**config.mk**
```make
export PLATFORM = sky130hd
export DESIGN_NAME = trdb_trigger
export DESIGN_NICKNAME = d
export VERILOG_FILES = /design/src/rtl/trdb_pkg.sv /design/src/rtl/trdb_addr_cmp.sv /design/src/rtl/trdb_trigger.sv
export SDC_FILE = /design/constraint.sdc
export NUM_CORES = 1
export LEC_CHECK = 0
export ABC_AREA = 1
export CAP_MARGIN = 20
export CORE_MARGIN = 2
export CORE_UTILIZATION = 39
export DETAILED_ROUTE_END_ITERATION = 16
export HOLD_SLACK_MARGIN = 0.06
export PLACE_DENSITY = 0.78
export SETUP_SLACK_MARGIN = 0.5
export SYNTH_ARGS = -nofsm -noshare
export SYNTH_HDL_FRONTEND = slang
export SYNTH_SLANG_ARGS = --single-unit
```
**constraint.sdc**
```tcl
create_clock -name clk_i -period 2.3 [get_ports clk_i]
set_input_delay 0.69 -clock clk_i [delete_from_list [all_inputs] [get_ports clk_i]]
set_output_delay 0.69 -clock clk_i [all_outputs]
set_load 0.005 [all_outputs]
```
**src/rtl/trdb_pkg.sv**
```systemverilog
// Shared types and defaults for the trace trigger unit.
package trdb_pkg;

    typedef enum logic [2:0] {
        ST_IDLE     = 3'd0,
        ST_ARMED    = 3'd1,
        ST_REQ_ON   = 3'd2,
        ST_WAIT_ON  = 3'd3,
        ST_TRACING  = 3'd4,
        ST_REQ_OFF  = 3'd5,
        ST_WAIT_OFF = 3'd6
    } trigger_state_e;

    localparam int TRIG_REQ_HOLD_DEF    = 2;
    localparam int TRIG_ACK_TIMEOUT_DEF = 16;

endpackage

```
**src/rtl/trdb_addr_cmp.sv**
```systemverilog
// Retire-gated address equality compare; purely combinational.
module trdb_addr_cmp #(
    parameter int XLEN = 32
) (
    input  logic            i_retire,
    input  logic [XLEN-1:0] i_iaddr,
    input  logic [XLEN-1:0] i_addr,
    output logic            o_match
);

    assign o_match = i_retire && (i_iaddr == i_addr);

endmodule

```
**src/rtl/trdb_trigger.sv**
```systemverilog
// Trace trigger: raises held on/off requests to the trace control register and waits for ack.
// Optional TRDB_TRIGGER_COUNT_EN adds start_count_i (fire on the Nth start match).
module trdb_trigger
    import trdb_pkg::*;
#(
    parameter int XLEN        = 32,
    parameter int REQ_HOLD    = TRIG_REQ_HOLD_DEF,
    parameter int ACK_TIMEOUT = TRIG_ACK_TIMEOUT_DEF,
    parameter int CNT_W       = 8
) (
    input  logic            clk_i,
    input  logic            rst_i,
    input  logic            arm_i,
    input  logic            iretire_i,
    input  logic [XLEN-1:0] iaddr_i,
    input  logic [XLEN-1:0] start_addr_i,
    input  logic [XLEN-1:0] stop_addr_i,
    input  logic            trace_enable_i,
    input  logic            clr_err_i,
`ifdef TRDB_TRIGGER_COUNT_EN
    input  logic [CNT_W-1:0] start_count_i,
`endif
    output logic            trace_req_on_o,
    output logic            trace_req_off_o,
    output logic            busy_o,
    output logic            ack_timeout_o
);

    localparam int HOLD_W = (REQ_HOLD > 1) ? $clog2(REQ_HOLD + 1) : 1;
    localparam int TO_W   = $clog2(ACK_TIMEOUT + 1);
    localparam logic [HOLD_W-1:0] HOLD_LAST = HOLD_W'(REQ_HOLD - 1);
    localparam logic [TO_W-1:0]   TO_LAST   = TO_W'(ACK_TIMEOUT - 1);
    localparam logic [TO_W-1:0]   TO_MAX    = TO_W'(ACK_TIMEOUT);

    trigger_state_e    r_state;
    logic [HOLD_W-1:0] r_hold;
    logic [TO_W-1:0]   r_to;
    logic              r_req_on;
    logic              r_req_off;
    logic              r_busy;
    logic              r_err;

    trigger_state_e    w_state_nxt;
    logic [HOLD_W-1:0] w_hold_nxt;
    logic [TO_W-1:0]   w_to_nxt;
    logic              w_to_set;
    logic              w_start_hit;
    logic              w_stop_hit;
    logic              w_fire;

    trdb_addr_cmp #(.XLEN(XLEN)) u_cmp_start (
        .i_retire (iretire_i),
        .i_iaddr  (iaddr_i),
        .i_addr   (start_addr_i),
        .o_match  (w_start_hit)
    );

    trdb_addr_cmp #(.XLEN(XLEN)) u_cmp_stop (
        .i_retire (iretire_i),
        .i_iaddr  (iaddr_i),
        .i_addr   (stop_addr_i),
        .o_match  (w_stop_hit)
    );

`ifdef TRDB_TRIGGER_COUNT_EN
    logic [CNT_W-1:0] r_occ;
    logic [CNT_W-1:0] w_occ_inc;
    logic [CNT_W-1:0] w_occ_tgt;

    // A requested count of zero behaves as "first match".
    assign w_occ_inc = (r_occ == '1) ? r_occ : r_occ + 1'b1;
    assign w_occ_tgt = (start_count_i == '0) ? CNT_W'(1) : start_count_i;
    assign w_fire    = w_start_hit && (w_occ_inc >= w_occ_tgt);

    always_ff @(posedge clk_i) begin
        if (rst_i) begin
            r_occ <= '0;
        end else if ((r_state == ST_IDLE && w_state_nxt == ST_ARMED) ||
                     (r_state != ST_REQ_ON && w_state_nxt == ST_REQ_ON)) begin
            r_occ <= '0;
        end else if (r_state == ST_ARMED && w_start_hit) begin
            r_occ <= w_occ_inc;
        end
    end
`else
    assign w_fire = w_start_hit;
`endif

    always_comb begin
        w_state_nxt = r_state;
        w_hold_nxt  = r_hold;
        w_to_nxt    = r_to;
        w_to_set    = 1'b0;
        case (r_state)
            ST_IDLE: begin
                if (arm_i) w_state_nxt = ST_ARMED;
            end
            ST_ARMED: begin
                if (!arm_i)      w_state_nxt = ST_IDLE;
                else if (w_fire) w_state_nxt = ST_REQ_ON;
            end
            ST_REQ_ON: begin
                if (r_hold == HOLD_LAST) w_state_nxt = ST_WAIT_ON;
                else                     w_hold_nxt  = r_hold + 1'b1;
            end
            ST_WAIT_ON: begin
                if (trace_enable_i) begin
                    w_state_nxt = ST_TRACING;
                end else if (r_to == TO_LAST) begin
                    w_to_set    = 1'b1;
                    w_state_nxt = arm_i ? ST_ARMED : ST_IDLE;
                end else if (r_to != TO_MAX) begin
                    w_to_nxt = r_to + 1'b1;
                end
            end
            ST_TRACING: begin
                // Trace already turned off elsewhere: nothing to request.
                if (!trace_enable_i)          w_state_nxt = ST_ARMED;
                else if (w_stop_hit || !arm_i) w_state_nxt = ST_REQ_OFF;
            end
            ST_REQ_OFF: begin
                if (r_hold == HOLD_LAST) w_state_nxt = ST_WAIT_OFF;
                else                     w_hold_nxt  = r_hold + 1'b1;
            end
            ST_WAIT_OFF: begin
                if (!trace_enable_i) begin
                    w_state_nxt = arm_i ? ST_ARMED : ST_IDLE;
                end else if (r_to == TO_LAST) begin
                    w_to_set    = 1'b1;
                    w_state_nxt = arm_i ? ST_ARMED : ST_IDLE;
                end else if (r_to != TO_MAX) begin
                    w_to_nxt = r_to + 1'b1;
                end
            end
            default: w_state_nxt = ST_IDLE;
        endcase

        if (w_state_nxt != r_state) begin
            if (w_state_nxt == ST_REQ_ON || w_state_nxt == ST_REQ_OFF)
                w_hold_nxt = '0;
            if (w_state_nxt == ST_WAIT_ON || w_state_nxt == ST_WAIT_OFF)
                w_to_nxt = '0;
        end
    end

    // Outputs are flopped from the next-state decode so they line up with the state.
    always_ff @(posedge clk_i) begin
        if (rst_i) begin
            r_state   <= ST_IDLE;
            r_hold    <= '0;
            r_to      <= '0;
            r_req_on  <= 1'b0;
            r_req_off <= 1'b0;
            r_busy    <= 1'b0;
            r_err     <= 1'b0;
        end else begin
            r_state   <= w_state_nxt;
            r_hold    <= w_hold_nxt;
            r_to      <= w_to_nxt;
            r_req_on  <= (w_state_nxt == ST_REQ_ON);
            r_req_off <= (w_state_nxt == ST_REQ_OFF);
            r_busy    <= (w_state_nxt != ST_IDLE);
            if (w_to_set)       r_err <= 1'b1;
            else if (clr_err_i) r_err <= 1'b0;
        end
    end

    assign trace_req_on_o  = r_req_on;
    assign trace_req_off_o = r_req_off;
    assign busy_o          = r_busy;
    assign ack_timeout_o   = r_err;

endmodule

```
==> run_results.csv <==
group,metric,value,unit
layout,area_growth,72.33,%
clock_network,clock_latency,0.26,ns
global_routing,grt_pass1_vias,2853,
global_routing,grt_max_degree,9,
clock_network,htreeDepth,1,
clock_network,cts_tree,"yes",
floorplanning,ios,106,
route,wl_met1,3298,um
critical_path,cp_cell_sequence,"buf_6 > inv_2 > or2_4 > nand3_2 > nor2_2 > nand2_1 > nor2_2 > nand2_2 > a21oi_4 > nand3_2 > nand2_2 > nand2_4 > a21oi_2",
clock_network,path_clk_slew,0.06,ns
route,routedWlPerCell,12.83,um
min_path,hp-class,"reg2reg",
placed_design,gp_congestion,0.9133,
route,ant_nets,0,
layout,final_common_cell,"nand2_1",
sta,holdWs,0.5375,ns
clock_network,clock_sinks,14,
synth,syn-instance-count,405,
route,drc,0,
power_and_ir_drop,p_per_area,255.9,nW/um^2
floorplanning,die_w,76.71,um
route,first_pass_iters,4,
route,viasPerCell,4.752,
sta,finalHoldViolations,0,
sta,setup_violations,0,
placed_design,post-dp-hpwl,5948,um
route,vias,2913,
critical_path,critPathKind,"in2reg",
synth,netlist_area,2062,sq um
sta,fin_worst_skew,0.004264,ns
floorplanning,core,5107,sq um
critical_path,cpPeakStageDelay,0.24,ns
synth,synthDistinctLibCells,30,
route,wl_met2,3770,um
critical_path,required,2.48,ns
route,drt_iter0_drc,126,
status,status,"complete, no violations",
clock_network,clockRootBuffer,"clkbuf_8",
sta,period_minus_slack,2.060,ns
synth,synth_seq_area_share,13.59,%
synth,syn_nets,510,
critical_path,critPathMaxFanout,7,
placed_design,port_buffers,105,
critical_path,cp-end-kind,"flip-flop",
sta,slew_headroom,55.08,%
route,top_layer,"met4",
global_routing,grt_pass1_wl,12610,um
floorplanning,rows,26,
sta,slew_violations,0,
critical_path,crit_buf_inv,2,
sta,rsz0062_at_grt,"true",
layout,fin_nets,649,
sta,maxClockFrequency,485.4,MHz
floorplanning,die-area,5884,sq um
placed_design,dp.cells,603,
synth,avgSynthCellArea,5.091,sq um
global_routing,antenna_found_initial,1,
power_and_ir_drop,cellLeakagePower,2.035,nW
power_and_ir_drop,peakVddDrop,0.0002394,V
run,maxCapViolations,0,
synth,synth-seq-cells,14,
layout,fin_cells,613,
critical_path,cp.arrival,2.24,ns
layout,drive_above_1_share,36.35,%
synth,ys_warn_count,0,
clock_network,cts_buffers,3,
floorplanning,initial_core_util,40.37,%
sta,tightest_slew,0.6686,ns
route,routed-wl-met3,579,um
layout,final_cell_mix,"nand2_1, inv_1, buf_2, nor2_1, dlygate4sd2_1",
critical_path,start_kind,"input pin",
floorplanning,die_h,76.71,um
critical_path,worst_path_max_delay_cell,"a21oi_4",
global_routing,grt_overflow,0,
route,wl,7862,um
clock_network,clk_path_buf_depth,2,
critical_path,cp_top_family,"simple AND/OR/NAND/NOR gates",
global_routing,track_usage,26.16,%
sta,fin_crit_sh,89.56,%
-- synthesized netlist by cell type --
cell type	number	share of area, %
nand2_1	146	27
inv_1	100	18
nor2_1	43	7.8
dfxtp_1	14	14
nand3_1	14	3.4
xnor2_1	14	5.9
a21oi_1	13	3.2
o21ai_0	9	2.2
nand4_1	7	2.1
o22ai_1	6	1.8
nor3_1	5	1.2
xor2_1	5	2.1
nand2_2	4	1.2
or2_2	4	1.2
ha_1	3	1.8
inv_2	3	0.55
nor4_1	2	0.61
a21oi_4	1	0.79
a221o_2	1	0.55
buf_4	1	0.36
clkinv_1	1	0.18
inv_4	1	0.30
nand2_4	1	0.55
nor3_4	1	0.79
nor4_2	1	0.61
o211a_1	1	0.49
o211ai_1	1	0.36
o21ai_1	1	0.24
o21ai_4	1	0.79
o311ai_0	1	0.42
-- registers in the layout (all words and copies together), names as in the netlist --
register         flops
ack_timeout_o        1
busy_o               1
r_hold               2
r_state              3
r_to                 5
trace_req_off_o      1
trace_req_on_o       1
-- stage by stage --
step | cell area [sq um] | TNS (ns) | worst slack [ns] | total power [mW] | util, %
finish | 3553 | 0 | 0.2400 | 0.9095 | 69.57
global route | 3553 | 0 | 0.1445 | 0.9625 | 69.57
CTS | 3498 | 0 | 0.3272 | 0.8816 | 68.50
detailed placement | 3397 | -4.416 | -0.4810 | 0.6932 | 66.51
global placement | 3397 | -3.791 | -0.3956 | 0.6834 | 66.51
floorplan | 2086 | 0 | 0.3894 | 0.4229 | -
-- routing by layer --
| layer | GRT usage, % | up-vias |
|---|---|---|
| met2 | 44.47 | 130 |
| met1 | 32.10 | 1275 |
| met4 | 8.909 | 0 |
| met5 | 0 | - |
| li1 | - | 1483 |
| met3 | 6.471 | 25 |
-- power by group --
| group | switching, mW | internal [mW] | total [mW] |
|---|---|---|---|
| Combinational | 0.219 | 0.227 | 0.446 |
| Sequential | 0.00529 | 0.247 | 0.252 |
| Clock | 0.0948 | 0.116 | 0.211 |
| Total | 0.319 | 0.591 | 0.909 |
-- final timing paths --
check	from	endpoint	slack (ns)	depth (start not counted)
setup / recovery	iaddr_i[15]	r_to[0]	0.24	13
hold / removal	r_hold[1]	r_hold[1]	0.54	2
hold reg to reg	r_hold[1]	r_hold[1]	0.54	2
setup reg to reg	r_state[1]	r_to[0]	0.29	11
-- tightest hold or removal path, cell delays in order, from the launching register on --
cell and delay, ns:
dfxtp_1 0.34, o211ai_1 0.12, a21oi_2 0.04
-- logic make-up after synthesis --
| group | after synthesis | synth area share [%] |
|---|---|---|
| AOI/OAI and AO/OA | 35 | 10.80 |
| adders and majority gates | 3 | 1.821 |
| and+or+nand+nor | 228 | 46.12 |
| buffers and inverters | 106 | 19.60 |
| xor gates and xnor gates | 19 | 8.070 |
| DFF | 14 | 13.59 |
-- final cells by class --
type / instances / area, sq um
Clock buffer: 3 / 41.29
Inverter: 105 / 414.1
Multi-Input combinational cell: 285 / 1683
Fill cell: 476 / 1554
Tap cell: 70 / 87.58
Timing Repair Buffer: 135 / 1041
Antenna cell: 1 / 2.502
Sequential cell: 14 / 284.0
-- what timing repair did --
item,CTS,global route
setup buffers,4,2
setup endpoints to repair,13,13
gates cloned,0,0
pin swaps,108,48
gates resized for setup,345,52
hold buffers,0,0
Power figures use the tool's default switching activity.
